===== src/rtl/mio_bus_arbiter_pkg.sv =====
// Shared definitions for the two-master MIO bus arbiter: the FSM encoding,
// the RAM region code and the one-hot grant values.
package mio_bus_arbiter_pkg;

    typedef enum logic [1:0] {
        ST_IDLE   = 2'd0,
        ST_ACCESS = 2'd1,
        ST_RESP   = 2'd2
    } state_e;

    localparam logic [3:0] RAM_REGION = 4'h0;

    localparam logic [1:0] GRANT_NONE = 2'b00;
    localparam logic [1:0] GRANT_M0   = 2'b01;
    localparam logic [1:0] GRANT_M1   = 2'b10;

    function automatic logic is_ram_region(input logic [31:0] addr);
        return addr[31:28] == RAM_REGION;
    endfunction

endpackage


===== src/rtl/mio_rr_pick.sv =====
// Two-way round-robin picker: a lone requester always wins, and on a tie the
// master that was not granted last wins. Purely combinational.
module mio_rr_pick
    import mio_bus_arbiter_pkg::*;
(
    input  logic [1:0] req_i,
    input  logic [1:0] last_grant_i,
    output logic [1:0] winner_o
);

    always_comb begin
        winner_o = GRANT_NONE;
        case (req_i)
            2'b01:   winner_o = GRANT_M0;
            2'b10:   winner_o = GRANT_M1;
            2'b11:   winner_o = (last_grant_i == GRANT_M0) ? GRANT_M1 : GRANT_M0;
            default: winner_o = GRANT_NONE;
        endcase
    end

endmodule


===== src/rtl/mio_bus_arbiter.sv =====
// Arbitrates two masters onto the single MIO bus; the winner's request is
// latched, driven for 1+wait cycles, and completed with a one-cycle ack.
module mio_bus_arbiter
    import mio_bus_arbiter_pkg::*;
#(
    parameter int unsigned RAM_WAIT = 1
) (
    input  logic        clk,
    input  logic        rst_n,
    input  logic        m0_req,
    input  logic        m1_req,
    input  logic        m0_we,
    input  logic        m1_we,
    input  logic [31:0] m0_addr,
    input  logic [31:0] m1_addr,
    input  logic [31:0] m0_wdata,
    input  logic [31:0] m1_wdata,
    output logic        m0_ack,
    output logic        m1_ack,
    output logic [31:0] rdata,
    output logic [31:0] bus_addr,
    output logic [31:0] bus_wdata,
    output logic        bus_mem_w,
    input  logic [31:0] bus_rdata,
    output logic [1:0]  grant,
    output logic        busy
);

    localparam int unsigned CNT_W = (RAM_WAIT < 1) ? 1 : $clog2(RAM_WAIT + 1);

    state_e             state_q;
    logic [CNT_W-1:0]   wait_q;
    logic [1:0]         last_grant_q;
    logic [1:0]         grant_q;
    logic               we_q;
    logic               m0_ack_q;
    logic               m1_ack_q;
    logic               bus_mem_w_q;
    logic [31:0]        bus_addr_q;
    logic [31:0]        bus_wdata_q;
    logic [31:0]        rdata_q;

    logic [1:0]         winner_d;
    logic [31:0]        sel_addr_d;
    logic [31:0]        sel_wdata_d;
    logic               sel_we_d;
    logic [CNT_W-1:0]   wait_load_d;

    mio_rr_pick u_pick (
        .req_i        ({m1_req, m0_req}),
        .last_grant_i (last_grant_q),
        .winner_o     (winner_d)
    );

    always_comb begin
        sel_addr_d  = winner_d[1] ? m1_addr  : m0_addr;
        sel_wdata_d = winner_d[1] ? m1_wdata : m0_wdata;
        sel_we_d    = winner_d[1] ? m1_we    : m0_we;
        wait_load_d = is_ram_region(sel_addr_d) ? CNT_W'(RAM_WAIT) : '0;
    end

    // NOTE: sequential state uses non-blocking assignments so every register
    // samples pre-edge values regardless of statement order.
    always_ff @(posedge clk) begin
        if (!rst_n) begin
            state_q      <= ST_IDLE;
            wait_q       <= '0;
            last_grant_q <= GRANT_M1;
            grant_q      <= GRANT_NONE;
            we_q         <= 1'b0;
            m0_ack_q     <= 1'b0;
            m1_ack_q     <= 1'b0;
            bus_mem_w_q  <= 1'b0;
            bus_addr_q   <= '0;
            bus_wdata_q  <= '0;
            rdata_q      <= '0;
        end else begin
            m0_ack_q    <= 1'b0;
            m1_ack_q    <= 1'b0;
            bus_mem_w_q <= 1'b0;
            case (state_q)
                ST_IDLE: begin
                    if (winner_d != GRANT_NONE) begin
                        grant_q     <= winner_d;
                        bus_addr_q  <= sel_addr_d;
                        bus_wdata_q <= sel_wdata_d;
                        we_q        <= sel_we_d;
                        wait_q      <= wait_load_d;
                        // The strobe is registered, so it is raised one cycle
                        // ahead: here when there is no wait, else at count 1.
                        bus_mem_w_q <= sel_we_d && (wait_load_d == '0);
                        state_q     <= ST_ACCESS;
                    end
                end
                ST_ACCESS: begin
                    if (wait_q != '0) begin
                        wait_q      <= wait_q - CNT_W'(1);
                        bus_mem_w_q <= we_q && (wait_q == CNT_W'(1));
                    end else begin
                        rdata_q  <= bus_rdata;
                        m0_ack_q <= grant_q[0];
                        m1_ack_q <= grant_q[1];
                        state_q  <= ST_RESP;
                    end
                end
                ST_RESP: begin
                    last_grant_q <= grant_q;
                    grant_q      <= GRANT_NONE;
                    state_q      <= ST_IDLE;
                end
                default: state_q <= ST_IDLE;
            endcase
        end
    end

    assign m0_ack    = m0_ack_q;
    assign m1_ack    = m1_ack_q;
    assign rdata     = rdata_q;
    assign bus_addr  = bus_addr_q;
    assign bus_wdata = bus_wdata_q;
    assign bus_mem_w = bus_mem_w_q;
    assign grant     = grant_q;
    assign busy      = (state_q != ST_IDLE);

endmodule


===== config.mk =====
export PLATFORM = sky130hd
export DESIGN_NAME = mio_bus_arbiter
export DESIGN_NICKNAME = d
export VERILOG_FILES = /design/src/rtl/mio_bus_arbiter_pkg.sv /design/src/rtl/mio_rr_pick.sv /design/src/rtl/mio_bus_arbiter.sv
export SDC_FILE = /design/constraint.sdc
export NUM_CORES = 1
export LEC_CHECK = 0
export ABC_AREA = 1
export CORE_ASPECT_RATIO = 1.2
export CORE_MARGIN = 5
export CORE_UTILIZATION = 44
export DETAILED_ROUTE_END_ITERATION = 7
export GPL_ROUTABILITY_DRIVEN = 0
export MAX_ROUTING_LAYER = met4
export PLACE_DENSITY = 0.86
export SETUP_SLACK_MARGIN = 0.02
export SYNTH_ARGS = -nofsm -noshare
export SYNTH_HDL_FRONTEND = slang
export SYNTH_SLANG_ARGS = --single-unit

===== constraint.sdc =====
create_clock -name clk -period 1.9 [get_ports clk]
set_input_delay 0.57 -clock clk [delete_from_list [all_inputs] [get_ports clk]]
set_output_delay 0.57 -clock clk [all_outputs]
set_load 0.01 [all_outputs]

==> impl_metrics.env, run 1 <==
export IMPL_report_final_slew_viol_count=0
export IMPL_place_port_buffers=267
export IMPL_timing_hold_violations_final=0
export IMPL_avgRoutedWirePerCell_um=14.86
export IMPL_die_h_um=131.7
export IMPL_cp_data_required_time_ps=1330
export IMPL_p_clk_share_pct=29.0
export IMPL_n_fill_cell=916
export IMPL_detailroute_via_count=5300
export IMPL_grt_antenna_before_repair=1
export IMPL_number_of_enable_flip_flop_cells_after_synthesis=0
export IMPL_post_synth_top_area_fraction_pct=39.46
export IMPL_grt_first_pass_wirelength_um=26370
export IMPL_r2r_worst_path_cells=8
export IMPL_synth_net_count=846
export IMPL_finalWorstPathRequiredPeriod_ps=1833
export IMPL_crit_slowest_cell="sky130_fd_sc_hd__clkdlybuf4s50_1"
export IMPL_netlist_top_cells_area="sky130_fd_sc_hd__dfxtp_1 39%, sky130_fd_sc_hd__nand2_1 16%, sky130_fd_sc_hd__nand2_4 13%"
export IMPL_path_clk_slew_ps=70
export IMPL_yosys_register_bits=107
export IMPL_grt_setup_unrepaired="no"
export IMPL_core_area_um2=12110
export IMPL_synth_cell_types=25
export IMPL_grt_pass1_vias=5248
export IMPL_outcome="finished clean"
export IMPL_cts_sinks=107
export IMPL_postSynthCellCount=680
export IMPL_setup_viol=0
export IMPL_synth_largest_area_cell="sky130_fd_sc_hd__dfxtp_1"
export IMPL_postRouteWirelength_um=16690
export IMPL_area_of_the_die_um2=14670
export IMPL_die_width_um=111.4
export IMPL_yosysMostFrequentCell="sky130_fd_sc_hd__nand2_1"
export IMPL_syn2layout_area_growth_pct=61.30
export IMPL_h_tree_lvl_count=3
export IMPL_max_cap_violations=0
export IMPL_total_power_consumption_w=0.006241
export IMPL_power_density_cell_area_nw_per_um2=712.7
export IMPL_rrSetupSlack_ps=490
export IMPL_cp_slowest_stage_delay_ps=590
export IMPL_worst_path_bufs_invs=1
export IMPL_hold_path_class="flip-flop to flip-flop"
export IMPL_maxClockFrequency_mhz=545.5
export IMPL_seq_area_frac_synth_pct=39.46
export IMPL_clkLatencyLatePin_ps=350
export IMPL_seq_power_share_pct=40.4
export IMPL_finClkSkew_ps=6.323
export IMPL_final_period_utilization_pct=96.48
export IMPL_dp_hpwl_um=13120
export IMPL_drive_above_1_share_pct=19.58
export IMPL_critical_path_cell_chain="clkdlybuf4s50_1"
export IMPL_synth_commonest_cells="233 x sky130_fd_sc_hd__nand2_1, 107 x sky130_fd_sc_hd__dfxtp_1, 66 x sky130_fd_sc_hd__inv_1"
export IMPL_std_cell_rows=44
export IMPL_hold_path_depth=2
export IMPL_cellInternalPower_w=0.004394
export IMPL_cts_made_buffers=9
export IMPL_cts_repair_timing_setup_buffer_count=0
export IMPL_rr_endpoint="bus_wdata[4]$_SDFFE_PN0P_"
export IMPL_cellLeakagePower_nw=4.365
export IMPL_share_comb_of_total_power_pct=30.6
export IMPL_route_detailed_vias_per_inst=4.720
export IMPL_arrival_ps=1260
export IMPL_clock_tree_root_cell="sky130_fd_sc_hd__clkbuf_16"
export IMPL_worst_pin_slew_ps=347.9
export IMPL_cts_root_to_sink_buffers=2
export IMPL_endpoint_kind="primary output"
export IMPL_yosysWarningCount=0
export IMPL_crit_type="flip-flop to primary output"
export IMPL_globalRoute_totalOverflow=0
export IMPL_ys_async_sr_fraction_pct=0
export IMPL_drt_drc_violations_left=0
export IMPL_detailedRoute_firstIterationViolations=239
export IMPL_synth_avg_cell_area_um2=7.984
export IMPL_crit_reg2reg_launch="state_q[1]$_SDFFE_PN0P_"
export IMPL_global_route_total_usage_across_every_layer_pct=22.87
export IMPL_maximum_fanout_along_the_worst_path=2
export IMPL_initial_core_util_pct=44.82
export IMPL_max_slew_headroom_at_the_worst_pin_pct=76.80
export IMPL_whs_endpoint="rdata[18]$_SDFFE_PN0P_"
export IMPL_synth_ff_type="sky130_fd_sc_hd__dfxtp_1"
export IMPL_critical_path_top_delay_family="buffers and inverters"
export IMPL_worst_setup_path_start_kind="flip-flop"
export IMPL_finish_net_count=1121
export IMPL_tritoncts="built"
export IMPL_pin_count_of_the_biggest_net_entering_global_routing=63
export IMPL_ioPinCount=268
export IMPL_total_switching_power_w=0.001847
export IMPL_sw_frac_of_total_pct=29.60
export IMPL_hold_ws_ps=460.5
export IMPL_synth_cell_area_um2=5429
export IMPL_detail_route_antenna_nets=0
export IMPL_drt_pre_antenna_iters=4
export IMPL_critical_hold_path_startpoint="rdata[18]$_SDFFE_PN0P_"
export IMPL_max_vdd_ir_drop_mv=0.4189
[power groups by stage]
stage	Clock [W]	Sequential, W	Combinational (W)
global route	0.00197	0.00254	0.00206
global placement	0	0.00257	0.00190
CTS	0.00186	0.00252	0.00194
floorplan	0	0.00265	0.000838
detailed placement	0	0.00257	0.00193
finish	0.00181	0.00252	0.00191
[layout make-up]
type                    instances  area, um^2  share of cell area, %
multi-input cells             460        2724                  31.10
diodes                          2       5.005                0.05715
repair buffers                303        3097                  35.36
inverters                      74       295.3                  3.372
clock inverters                 6       48.80                 0.5572
clock buffers                  10       239.0                  2.729
well taps                     161       201.4                  2.300
flip-flops and latches        107        2147                  24.52
[kinds of logic (layout without fill, tap and decap cells)]
family                 count (synthesis)  after routing  share of synthesized area (%)
AO/OA/AOI/OAI                         47             47                          4.587
buffers and inverters                113            393                          10.46
other                                  0              2                              0
flip-flops                           107            107                          39.46
AND/OR/NAND/NOR                      413            413                          45.49
[timing repair]
| item | CTS | global route |
|---|---|---|
| endpoints found under the hold margin | 0 | 0 |
| hold buffers | 0 | 0 |
| setup endpoints to repair | 5 | 1 |
| gates resized for setup | 9 | 1 |
[sequential cells by signal, indices dropped and copies added (netlist names)]
signal,cells
bus_addr,32
bus_mem_w,1
bus_wdata,32
grant,2
last_grant_q,2
m0_ack,1
m1_ack,1
rdata,32
state_q,2
wait_q,1
we_q,1
[routing by layer]
layer  share of wire (%)  vias up  GRT usage (%)
met1                  40     2397          26.47
met4                 1.8        0          6.761
met3                 9.3       22          7.314
met2                  49      230          37.96
met5                   0        -              -
li1                    -     2651              -
[layout by cell type, fill, tap and decap left out, types with 2 or more instances in the layout]
cell                              instances
sky130_fd_sc_hd__inv_2                    5
sky130_fd_sc_hd__nand3_2                 60
sky130_fd_sc_hd__inv_1                   66
sky130_fd_sc_hd__nor2_4                   3
sky130_fd_sc_hd__nand2_1                233
sky130_fd_sc_hd__dfxtp_1                105
sky130_fd_sc_hd__nand3_1                 38
sky130_fd_sc_hd__nor2_1                  15
sky130_fd_sc_hd__buf_4                   23
sky130_fd_sc_hd__diode_2                  2
sky130_fd_sc_hd__inv_6                    3
sky130_fd_sc_hd__dlygate4sd2_1            5
sky130_fd_sc_hd__buf_12                  13
sky130_fd_sc_hd__clkbuf_16                9
sky130_fd_sc_hd__clkdlybuf4s50_1        260
sky130_fd_sc_hd__nand2_4                 61
sky130_fd_sc_hd__clkinv_4                 3
sky130_fd_sc_hd__a21oi_1                 39
sky130_fd_sc_hd__o21ai_1                  4
sky130_fd_sc_hd__o21ai_0                  2
[metrics by stage]
stage | worst slack, ps | std cells | TNS, ps | util (%) | instance area [um^2]
2_1_floorplan | 435.8 | 680 | 0 | - | 5429
3_3_place_gp | -197.1 | 1105 | -12320 | 69.83 | 8458
3_5_place_dp | -230.4 | 1105 | -13360 | 69.83 | 8458
4_1_cts | 32.85 | 1121 | 0 | 72.24 | 8750
5_1_grt | 22.70 | 1122 | 0 | 72.28 | 8755
6_report | 66.97 | 1123 | 0 | 72.30 | 8757
[how the worst max path moves through the flow]
stage                     cells after the start  slack [ps]                       from                          to
final                                         1          70  bus_addr[16]$_SDFFE_PN0P_                bus_addr[16]
after global routing                          1          20     rdata[21]$_SDFFE_PN0P_                   rdata[21]
after CTS                                     1          30   bus_addr[9]$_SDFFE_PN0P_                 bus_addr[9]
after detailed placement                      9        -230                     m0_req   bus_addr[13]$_SDFFE_PN0P_
after global placement                       10        -200                     m1_req   bus_addr[21]$_SDFFE_PN0P_
after floorplan                               9         440                     m0_req  bus_wdata[12]$_SDFFE_PN0P_
[tightest hold or removal path: stages, from the launching register on]
cell and delay, ps:
sky130_fd_sc_hd__dfxtp_1 310, sky130_fd_sc_hd__nand2_1 60, sky130_fd_sc_hd__a21oi_1 50
Power figures use the tool's default switching activity.
==> run 2: changes to the inputs <==
--- a/config.mk
+++ b/config.mk
@@ -11,6 +11,7 @@
 export CORE_UTILIZATION = 44
 export DETAILED_ROUTE_END_ITERATION = 7
 export GPL_ROUTABILITY_DRIVEN = 0
+export GPL_TIMING_DRIVEN = 0
 export MAX_ROUTING_LAYER = met4
 export PLACE_DENSITY = 0.86
 export SETUP_SLACK_MARGIN = 0.02
==> impl_metrics.env, run 2 (synthesized netlist as in run 1, its figures left out) <==
export IMPL_outcome="finished clean"
export IMPL_critical_path_cell_chain="clkdlybuf4s50_1"
export IMPL_critical_path_top_delay_family="buffers and inverters"
export IMPL_grt_first_pass_wirelength_um=27660
export IMPL_crit_type="flip-flop to primary output"
export IMPL_placement_setup_worst_slack_ps=-566.4
export IMPL_critical_hold_path_startpoint="rdata[25]$_SDFFE_PN0P_"
export IMPL_die_h_um=131.7
export IMPL_sw_frac_of_total_pct=29.62
export IMPL_seq_power_share_pct=40.8
export IMPL_drt_drc_violations_left=0
export IMPL_detailroute_via_count=5330
export IMPL_crit_slowest_cell="sky130_fd_sc_hd__clkdlybuf4s50_1"
export IMPL_grt_antenna_before_repair=1
export IMPL_die_width_um=111.4
export IMPL_ioPinCount=268
export IMPL_postRouteWirelength_um=17700
export IMPL_finalWorstPathRequiredPeriod_ps=1842
export IMPL_endpoint_kind="primary output"
export IMPL_clkLatencyLatePin_ps=340
export IMPL_cellInternalPower_w=0.004358
export IMPL_place_port_buffers=266
export IMPL_cp_data_required_time_ps=1330
export IMPL_core_area_um2=12110
export IMPL_arrival_ps=1270
export IMPL_most_frequent_standard_cell_in_the_layout_excluding_fill_and_tap_cells="sky130_fd_sc_hd__clkdlybuf4s50_1"
export IMPL_drive_above_1_share_pct=18.59
export IMPL_maximum_fanout_along_the_worst_path=2
export IMPL_cts_sinks=107
export IMPL_cp_slowest_stage_delay_ps=560
export IMPL_maxClockFrequency_mhz=542.8
export IMPL_worst_pin_slew_ps=527.2
export IMPL_global_route_total_usage_across_every_layer_pct=24.27
export IMPL_std_cell_rows=44
export IMPL_report_final_slew_viol_count=0
export IMPL_finish_net_count=1124
export IMPL_h_tree_lvl_count=3
export IMPL_critical_path_cell_count=1
export IMPL_hold_path_depth=2
export IMPL_share_comb_of_total_power_pct=30.0
export IMPL_globalRoute_totalOverflow=0
export IMPL_worst_setup_path_start_kind="flip-flop"
export IMPL_cts_made_buffers=9
export IMPL_max_cap_violations=0
export IMPL_cts_root_to_sink_buffers=2
export IMPL_power_density_cell_area_nw_per_um2=715.7
export IMPL_max_vdd_ir_drop_mv=0.4095
export IMPL_avgRoutedWirePerCell_um=15.73
export IMPL_layout_cells_most_common_list="257 x sky130_fd_sc_hd__clkdlybuf4s50_1, 232 x sky130_fd_sc_hd__nand2_1, 105 x sky130_fd_sc_hd__dfxtp_1"
export IMPL_grt_pass1_vias=5338
export IMPL_post_route_worst_setup_slack_ps=57.69
export IMPL_tritoncts="built"
export IMPL_initial_core_util_pct=44.82
export IMPL_pin_count_of_the_biggest_net_entering_global_routing=18
export IMPL_path_clk_slew_ps=70
export IMPL_n_fill_cell=933
export IMPL_hold_path_class="flip-flop to flip-flop"
export IMPL_setup_total_negative_slack_ps=0
export IMPL_grt_setup_unrepaired="yes"
export IMPL_p_clk_share_pct=29.3
export IMPL_timing_critical_path_from="bus_addr[9]$_SDFFE_PN0P_"
export IMPL_drt_pre_antenna_iters=4
export IMPL_finClkSkew_ps=8.366
export IMPL_dp_hpwl_um=14170
export IMPL_area_of_the_die_um2=14670
export IMPL_max_slew_headroom_at_the_worst_pin_pct=64.85
export IMPL_cellLeakagePower_nw=4.333
export IMPL_worst_path_bufs_invs=1
export IMPL_timing_hold_violations_final=0
export IMPL_total_switching_power_w=0.001834
export IMPL_clock_tree_root_cell="sky130_fd_sc_hd__clkbuf_16"
export IMPL_syn2layout_area_growth_pct=59.37
export IMPL_detail_route_antenna_nets=0
export IMPL_r2r_worst_path_cells=11
export IMPL_final_period_utilization_pct=96.96
export IMPL_setup_viol=0
export IMPL_route_detailed_vias_per_inst=4.738
export IMPL_detailedRoute_firstIterationViolations=253
export IMPL_crit_reg2reg_launch="last_grant_q[1]$_SDFFE_PN1P_"
-- run 2: cell count changes in the layout (fill, tap and decap cells not counted), sizes merged, moves of 2 or more --
cell           change
clkbuf            +18
clkdlybuf4s50      -3
clkinvlp           +2
dlymetal6s2s       +2
buf               -14
inv                -2
-- run 2: power groups by stage --
stage / registers (W) / clock network, W / logic [W]
after detailed placement: 0.00257 / 0 / 0.00186
after global placement: 0.00257 / 0 / 0.00184
final: 0.00253 / 0.00181 / 0.00186
after global routing: 0.00255 / 0.00195 / 0.00201
after floorplan: 0.00265 / 0 / 0.000838
after CTS: 0.00252 / 0.00185 / 0.00187
-- run 2: timing repair --
action | in CTS | in global routing
gates resized for setup | 19 | 8
pin swaps | 1 | 1
setup endpoints to repair | 66 | 49
setup buffers | 0 | 1
hold buffers | 0 | 0
-- run 2: cell type report --
type                    instances  area, um^2  share of cell area [%]
flip-flops and latches        107        2147                   24.82
clock buffers                  11       252.7                   2.921
multi-input cells             460        2726                   31.51
well taps                     161       201.4                   2.328
diodes                          1       2.502                 0.02892
plain buffers                  39       306.5                   3.543
clock inverters                 5       37.54                  0.4338
repair buffers                267        2683                   31.01
inverters                      74       295.3                   3.413
-- run 2: routing by layer --
metal	GRT usage, %	routed length (um)	vias up
met4	6.558	329	0
li1	-	-	2649
met1	27.00	6742	2418
met3	7.682	1703	24
met5	-	0	-
met2	41.92	8923	239
-- run 2: worst paths after layout --
| kind | to | slack, ps |
|---|---|---|
| worst max register to register | bus_wdata[8]$_SDFFE_PN0P_ | 400 |
| worst max-delay path | bus_addr[9] | 60 |
| worst min register to register | rdata[25]$_SDFFE_PN0P_ | 460 |
| worst min-delay path | rdata[25]$_SDFFE_PN0P_ | 460 |
-- run 2: through the flow --
step	cell area, um^2	util (%)	cells	power (W)	hold slack (ps)
2_1_floorplan	5429	-	680	0.003490	453.9
3_3_place_gp	8293	68.47	1107	0.004403	446.8
3_5_place_dp	8293	68.47	1107	0.004435	454.0
4_1_cts	8606	71.05	1123	0.006245	462.6
5_1_grt	8652	71.44	1125	0.006503	477.2
6_report	8652	71.44	1125	0.006192	460.8
-- run 2: worst min-delay path: cells and delay by family, from the launching register on --
family	cells	cell delay (ps)
AOI/OAI and AO/OA	1	50
DFF	1	310
and+or+nand+nor	1	60
